$ cat config.mk
export PLATFORM = sky130hd
export DESIGN_NAME = sequence_emitter
export DESIGN_NICKNAME = d
export VERILOG_FILES = /design/src/rtl/seq_emitter_pkg.sv /design/src/rtl/piso_shiftreg.sv /design/src/rtl/sequence_emitter.sv
export SDC_FILE = /design/constraint.sdc
export NUM_CORES = 1
export LEC_CHECK = 0
export CORE_ASPECT_RATIO = 0.9
export CORE_MARGIN = 2
export CORE_UTILIZATION = 60
export CTS_CLUSTER_DIAMETER = 30
export DETAILED_ROUTE_END_ITERATION = 16
export DONT_BUFFER_PORTS = 1
export PLACE_DENSITY = 0.76
export SLEW_MARGIN = 20
export SYNTH_ARGS = -nofsm -noshare
export SYNTH_HDL_FRONTEND = slang
export SYNTH_HIERARCHICAL = 1
export SYNTH_SLANG_ARGS = --single-unit
export TNS_END_PERCENT = 5
$ cat constraint.sdc
create_clock -name clk -period 1.6 [get_ports clk]
set_input_delay 0.32 -clock clk [delete_from_list [all_inputs] [get_ports clk]]
set_output_delay 0.32 -clock clk [all_outputs]
set_load 0.02 [all_outputs]
$ cat src/rtl/seq_emitter_pkg.sv
// Shared types for the serial sequence emitter.
// State encoding and bit-counter sizing.
package seq_emitter_pkg;

   typedef enum logic [1:0] {
      IDLE,
      SEND,
      DONE
   } state_e;

   // Default pattern width and its bit-counter width (includes parity slot).
   localparam int unsigned SEQ_SIZE_DFLT = 4;
   localparam int unsigned BITCNT_W = $clog2(SEQ_SIZE_DFLT + 1);

   // Bit-counter width for an arbitrary pattern width (covers parity slot).
   function automatic int unsigned bitcnt_w(input int unsigned n);
      return $clog2(n + 1);
   endfunction

endpackage

$ cat src/rtl/piso_shiftreg.sv
// Loadable parallel-in serial-out register, MSB out first.
// Serial input fills the LSB, so feeding ser_o back rotates the word.
module piso_shiftreg #(
   parameter int unsigned WIDTH = 4
) (
   input  logic             clk,
   input  logic             rst,
   input  logic             load_i,
   input  logic             shift_en_i,
   input  logic             ser_i,
   input  logic [WIDTH-1:0] par_i,
   output logic             ser_o,
   output logic [WIDTH-1:0] q_o
);

   logic [WIDTH-1:0] data_q;

   // Load has priority over shift; shifting moves toward the MSB.
   always_ff @(posedge clk or posedge rst) begin
      if (rst) begin
         data_q <= '0;
      end else if (load_i) begin
         data_q <= par_i;
      end else if (shift_en_i) begin
         data_q <= {data_q[WIDTH-2:0], ser_i};
      end
   end

   assign ser_o = data_q[WIDTH-1];
   assign q_o   = data_q;

endmodule

$ cat src/rtl/sequence_emitter.sv
// Serial pattern emitter: valid/ready load, MSB-first shift-out, repeats.
// Optional even-parity bit per frame when SEQ_EMITTER_PARITY_EN is defined.
module sequence_emitter
   import seq_emitter_pkg::*;
#(
   parameter int unsigned SEQUENCE_SIZE = 4,
   parameter int unsigned REPEAT_W      = 4,
   parameter logic        IDLE_LEVEL    = 1'b0
) (
   input  logic                     clk,
   input  logic                     rst,
   input  logic                     start_valid,
   output logic                     start_ready,
   input  logic [SEQUENCE_SIZE-1:0] bit_sequence,
   input  logic [REPEAT_W-1:0]      repeat_count,
   output logic                     serial_out,
   output logic                     bit_valid,
   output logic                     busy,
   output logic                     done
);

   localparam int unsigned CNT_W = bitcnt_w(SEQUENCE_SIZE);
`ifdef SEQ_EMITTER_PARITY_EN
   localparam logic PAR_EN = 1'b1;
`else
   localparam logic PAR_EN = 1'b0;
`endif
   localparam logic [CNT_W-1:0] LAST_DATA = CNT_W'(SEQUENCE_SIZE - 1);
   localparam logic [CNT_W-1:0] PAR_SLOT  = CNT_W'(SEQUENCE_SIZE);

   state_e                   state_q, state_d;
   logic [CNT_W-1:0]         bitcnt_q, bitcnt_d;
   logic [REPEAT_W-1:0]      frame_q, frame_d;
   logic                     serial_q, serial_d;
   logic                     valid_q, valid_d;
   logic                     busy_q, busy_d;
   logic                     done_q, done_d;
   logic                     load;
   logic                     shift;
   logic                     pat_msb;
   logic [SEQUENCE_SIZE-1:0] pat_q;

   // The PISO rotates, so the pattern is intact at each frame boundary.
   // Its MSB always holds the bit currently on serial_out.
   piso_shiftreg #(
      .WIDTH(SEQUENCE_SIZE)
   ) u_piso (
      .clk       (clk),
      .rst       (rst),
      .load_i    (load),
      .shift_en_i(shift),
      .ser_i     (pat_msb),
      .par_i     (bit_sequence),
      .ser_o     (pat_msb),
      .q_o       (pat_q)
   );

   // Next state and next registered outputs (the bit shown next cycle).
   always_comb begin
      state_d  = state_q;
      bitcnt_d = bitcnt_q;
      frame_d  = frame_q;
      serial_d = IDLE_LEVEL;
      valid_d  = 1'b0;
      busy_d   = 1'b0;
      done_d   = 1'b0;
      load     = 1'b0;
      shift    = 1'b0;
      unique case (state_q)
         IDLE: begin
            if (start_valid) begin
               load     = 1'b1;
               frame_d  = repeat_count;
               bitcnt_d = '0;
               serial_d = bit_sequence[SEQUENCE_SIZE-1];
               valid_d  = 1'b1;
               busy_d   = 1'b1;
               state_d  = SEND;
            end
         end
         SEND: begin
            valid_d = 1'b1;
            busy_d  = 1'b1;
            shift   = (bitcnt_q <= LAST_DATA);
            if (bitcnt_q < LAST_DATA) begin
               bitcnt_d = bitcnt_q + CNT_W'(1);
               serial_d = pat_q[SEQUENCE_SIZE-2];
            end else if (PAR_EN && (bitcnt_q == LAST_DATA)) begin
               bitcnt_d = PAR_SLOT;
               serial_d = ^pat_q;
            end else if (frame_q != '0) begin
               // Rotation restored the pattern; next frame starts gap-free.
               frame_d  = frame_q - REPEAT_W'(1);
               bitcnt_d = '0;
               serial_d = PAR_EN ? pat_q[SEQUENCE_SIZE-1]
                                 : pat_q[SEQUENCE_SIZE-2];
            end else begin
               valid_d = 1'b0;
               done_d  = 1'b1;
               state_d = DONE;
            end
         end
         DONE: begin
            state_d = IDLE;
         end
         default: begin
            state_d = IDLE;
         end
      endcase
   end

   // State, counters and registered outputs.
   always_ff @(posedge clk or posedge rst) begin
      if (rst) begin
         state_q  <= IDLE;
         bitcnt_q <= '0;
         frame_q  <= '0;
         serial_q <= IDLE_LEVEL;
         valid_q  <= 1'b0;
         busy_q   <= 1'b0;
         done_q   <= 1'b0;
      end else begin
         state_q  <= state_d;
         bitcnt_q <= bitcnt_d;
         frame_q  <= frame_d;
         serial_q <= serial_d;
         valid_q  <= valid_d;
         busy_q   <= busy_d;
         done_q   <= done_d;
      end
   end

   assign start_ready = (state_q == IDLE);
   assign serial_out  = serial_q;
   assign bit_valid   = valid_q;
   assign busy        = busy_q;
   assign done        = done_q;

endmodule

After elaboration in Yosys (flattened, before gate mapping)
Index checks and enable logic that the tools add are counted.
Operators by class
  shift operators: 0
  reduce and logical (&&, ||, !) cells: 7
  bitwise gates (word level): 0
  add/sub/neg operators: 2
  mux-type cells: 28
  div/mod/pow operators: 0
  magnitude comparators: 2
  $mul: 0
  equality and inequality tests: 6
Operators by type and width (number)
  $mux W4: 5
  $mux W1: 11
  $mux W3: 3
  $ne A2 B2 Y1 const B: 4
  $pmux W4 S2: 1
  $mux W2: 3
  $pmux W1 S2: 3
  $pmux W3 S2: 1
  $reduce_and A3 Y1: 2
  $pmux W2 S2: 1
  $reduce_and A4 Y1: 1
  $reduce_bool A2 Y1: 2
  $reduce_bool A4 Y1: 1
  $sub A4 B1 Y4 const B: 1
  $add A3 B1 Y3 const B: 1
  $le A3 B2 Y1 const B: 1
  $lt A3 B2 Y1 const B: 1
  $ne A3 B3 Y1 const B: 1
  $eq A2 B1 Y1 const B: 1
  $logic_not A2 Y1: 1
Word-level totals
  memories kept: 0
  bits of input ports: 11
  output and inout bits: 5
  register bits after elaboration: 17
  logic and storage cells: 53
  bits in writable memories: 0
  bits in latches: 0
  bits in read-only memories: 0

Depth between registers and ports, before layout
  depth in word-level cells: 4
  gate-level depth with buffers: 7
  mapped depth without buffers: 6

Modules after synthesis
Netlist, hierarchy kept.
Modules (own cells, without submodules)
  sequence_emitter: times used 1, seq. area each 325.3 sq um, area each 711.9 sq um, cells an instance 64
  piso_shiftreg: times used 1, seq. area each 100.1 sq um, area each 197.7 sq um, cells an instance 19

Worst setup path after synthesis
No wires, ideal clock.
  path kind: register to register
  start point: register frame_q[0]
  end point: register frame_q[0]
  arrival: 1.307 ns
  path buffers: 0
  clock period less this slack: 1.431 ns
  stages on the path, launching flop included: 6
  setup time: 0.124 ns
  data required time: 1.476 ns
  setup slack: 0.169 ns
  cells stage by stage: dfrtp_1 -> inv_1 -> ha_1 -> nor4bb_2 -> a211oi_2 -> a211o_1
Between the ends
  cells in the longest elaborated chain, start to end: 4
  elaborated cells between the ends (all ways): 7
  those cells by class: 1 x add/sub; 1 x eq/ne; 3 x mux; 2 x reduce/logical
Ends and longest elaborated chain
  start: declaration: line sequence_emitter.sv:33  | logic [REPEAT_W-1:0] frame_q, frame_d;
  start signal: assignment: line sequence_emitter.sv:125  | frame_q <= frame_d;
  $sub A4 B1 Y4: line sequence_emitter.sv:93  | frame_d = frame_q - REPEAT_W'(1);
  $mux W4: line sequence_emitter.sv:91  | end else if (frame_q != '0) begin
  $mux W4: line sequence_emitter.sv:85  | if (bitcnt_q < LAST_DATA) begin
  $pmux W4 S2: line sequence_emitter.sv:69  | unique case (state_q)
Several ways; a longest one is shown, not always the timed one. The select of a mux whose other input is x is not followed.
A chain may end at the register's enable or synchronous reset.

Worst setup path in the final report
Same ends and word-level chain as after synthesis.

==> flow_metrics.env <==
export IMPL_status="finished clean"
export IMPL_cp_required_ns=1.79
export IMPL_hold_path_startpoint="bit_sequence[2]"
export IMPL_final_nets=104
export IMPL_drt_total_wl_um=1630
export IMPL_mostFrequentLayoutCell="dfrtp_1"
export IMPL_min_period_over_period=0.959
export IMPL_post_synth_instance_area_sq_um=902
export IMPL_netlist_instances=82
export IMPL_worst_setup_path_type="reg -> reg"
export IMPL_num_vias=642
export IMPL_worstSkewPairLatency_ns=0.29
export IMPL_die_width_um=44.9
export IMPL_clock_skew_ns=0.00153
export IMPL_yosys_warnings=6
export IMPL_hold_path_endpoint="u_piso/q_o[2]$_DFFE_PP0P_"
export IMPL_timing_final_setup_violations=0
export IMPL_timing_critical_path_slowest_cell_delay_ns=0.42
export IMPL_rr_startpoint="frame_q[0]$_DFFE_PP0P_"
export IMPL_total_half_perimeter_wirelength_after_legalization_and_detailed_placement_um=1250
export IMPL_ir_worst_vdd_mv=1.28
export IMPL_n_antenna_cell=0
export IMPL_fmaxAchievable_mhz=652
export IMPL_min_delay_path_depth=2
export IMPL_die_y_um=40.8
export IMPL_ctsRootBufferMaster="clkbuf_4"
export IMPL_drv_cap=0
export IMPL_groute_usage_overall=0.210
export IMPL_final_max_slew_viol_count=0
export IMPL_hold_viol_final=0
export IMPL_core_region_area_sq_um=1430
export IMPL_initial_antenna_violation_count=0
export IMPL_fin_area_sq_um=968
export IMPL_dr_first_iter_drc_count=10
export IMPL_final_instance_count_excl_fill=104
export IMPL_cts_sinks=17
export IMPL_firstDrtPassIters=2
export IMPL_post_route_drc_count=0
export IMPL_start_kind="flip-flop"
export IMPL_cts_root_to_sink_buffers=2
export IMPL_rrSetupSlack_ns=0.07
export IMPL_p_leak_uw=0.000466
export IMPL_drive_gt1_frac=0.191
export IMPL_clkSlewWorstSetupHoldPaths_ns=0.10
export IMPL_rsz_0062_raised_after_global_routing="true"
export IMPL_gpl_final_weighted_congestion=0.868
export IMPL_worst_pin_slew_ns=0.479
export IMPL_synthesis_area_per_instance_sq_um=11.0
export IMPL_first_global_vias=566
export IMPL_post_route_min_period_ns=1.53
export IMPL_most_common_layout_cells="dfrtp_1 (17), inv_1 (8), nand2_1 (8), mux2i_1 (6)"
export IMPL_post_dp_cell_area_sq_um=925
export IMPL_pwr_density_cell_nw_per_um2=2070
export IMPL_reg2regPathDepth=5
export IMPL_worst_endpoint_arrival_ns=1.72
export IMPL_cts_tree="yes"
export IMPL_initial_utilization=0.630
export IMPL_worst_slew_margin_rel=0.680
export IMPL_antenna_left=0
export IMPL_floorplan_die_area_sq_um=1830
export IMPL_reg_to_reg_end="frame_q[0]$_DFFE_PP0P_"
export IMPL_dpl_cell_count=99
export IMPL_cts_max_level=1
export IMPL_worstSetupEndpointType="flip-flop"
export IMPL_via_density_per_instance=6.17
export IMPL_postSynthNetCount=96
export IMPL_gr_total_overflow=0
export IMPL_rows=13
export IMPL_grt_start_max_net_pins=14
export IMPL_hold_class="in -> reg"
export IMPL_timing_critical_path_cells="inv_1, ha_1, nor4bb_2, a211oi_2, a211o_1"
export IMPL_cp_max_fo=4
export IMPL_portBuffers=0
export IMPL_number_of_top_level_pins=16
export IMPL_synthToLayoutAreaGrowth_pct=7.35
export IMPL_grt_pass1_wl_um=2620
export IMPL_total_cts_buffers=3
export IMPL_worst_path_max_delay_cell="dfrtp_1"
export IMPL_detail_route_wl_per_cell_um=15.6
[worst max path at each step]
| stage | start | end | slack, ns | depth (start not counted) |
|---|---|---|---|---|
| after floorplan | frame_q[0]$_DFFE_PP0P_ | frame_q[0]$_DFFE_PP0P_ | 0.17 | 5 |
| after global placement | frame_q[0]$_DFFE_PP0P_ | frame_q[0]$_DFFE_PP0P_ | 0.12 | 5 |
| after detailed placement | frame_q[0]$_DFFE_PP0P_ | frame_q[0]$_DFFE_PP0P_ | 0.05 | 5 |
| after CTS | frame_q[0]$_DFFE_PP0P_ | frame_q[0]$_DFFE_PP0P_ | 0.05 | 5 |
| after global routing | frame_q[1]$_DFFE_PP0P_ | serial_out$_DFF_PP0_ | -0.05 | 5 |
| final | frame_q[0]$_DFFE_PP0P_ | frame_q[0]$_DFFE_PP0P_ | 0.07 | 5 |
[metrics by stage]
step	setup TNS, ns	hold WS, ns	power (uW)	worst slack (ns)	util
detailed placement	0	0.111	1770	0.0488	0.646
floorplan	0	0.0861	1590	0.169	-
finish	0	0.146	2010	0.0657	0.677
global route	-0.137	0.154	2170	-0.0508	0.677
CTS	0	0.143	2000	0.0453	0.672
global placement	0	0.0994	1730	0.118	0.646
[final cells by class]
cell class              instances  area [sq um]
fillers                       120           463
flip-flops and latches         17           425
multi-input cells              54           419
repair buffers                  6          47.5
inverters                       8          30.0
clock buffers                   3          22.5
well taps                      15          18.8
clock inverters                 1          5.00
[timing repair]
item	CTS	global route
gates resized for setup	0	2
hold buffers	1	0
buffers inserted	0	0
endpoints found under the setup margin	0	10
endpoints found under the hold margin	17	0
[routing by layer]
metal  part of all wire  vias up  GRT usage  routed length [um]
li1                   -      309          -                   -
met5                  0        -          0                   0
met4              0.011        0     0.0662                  18
met3              0.065        2     0.0485                 106
met2               0.46       18      0.348                 753
met1               0.46      313      0.279                 749
[critical path: cells and delay by family, from the launching register on]
kind	cells	cell delay, ns
compound gates	2	0.38
fa+ha+maj	1	0.21
buf+inv	1	0.08
flops	1	0.42
simple gates	1	0.34
[power by group]
part           internal (uW)  switching [uW]
registers                614             193
clock network           93.0             136
logic                    491             477
[flip-flops by register name, summed over array words and instances (netlist names)]
| name | cells |
|---|---|
| bit_valid | 1 |
| bitcnt_q | 3 |
| busy | 1 |
| done | 1 |
| frame_q | 4 |
| serial_out | 1 |
| state_q | 2 |
| u_piso/q_o | 4 |
No activity file was read; power rests on OpenSTA's default activity.
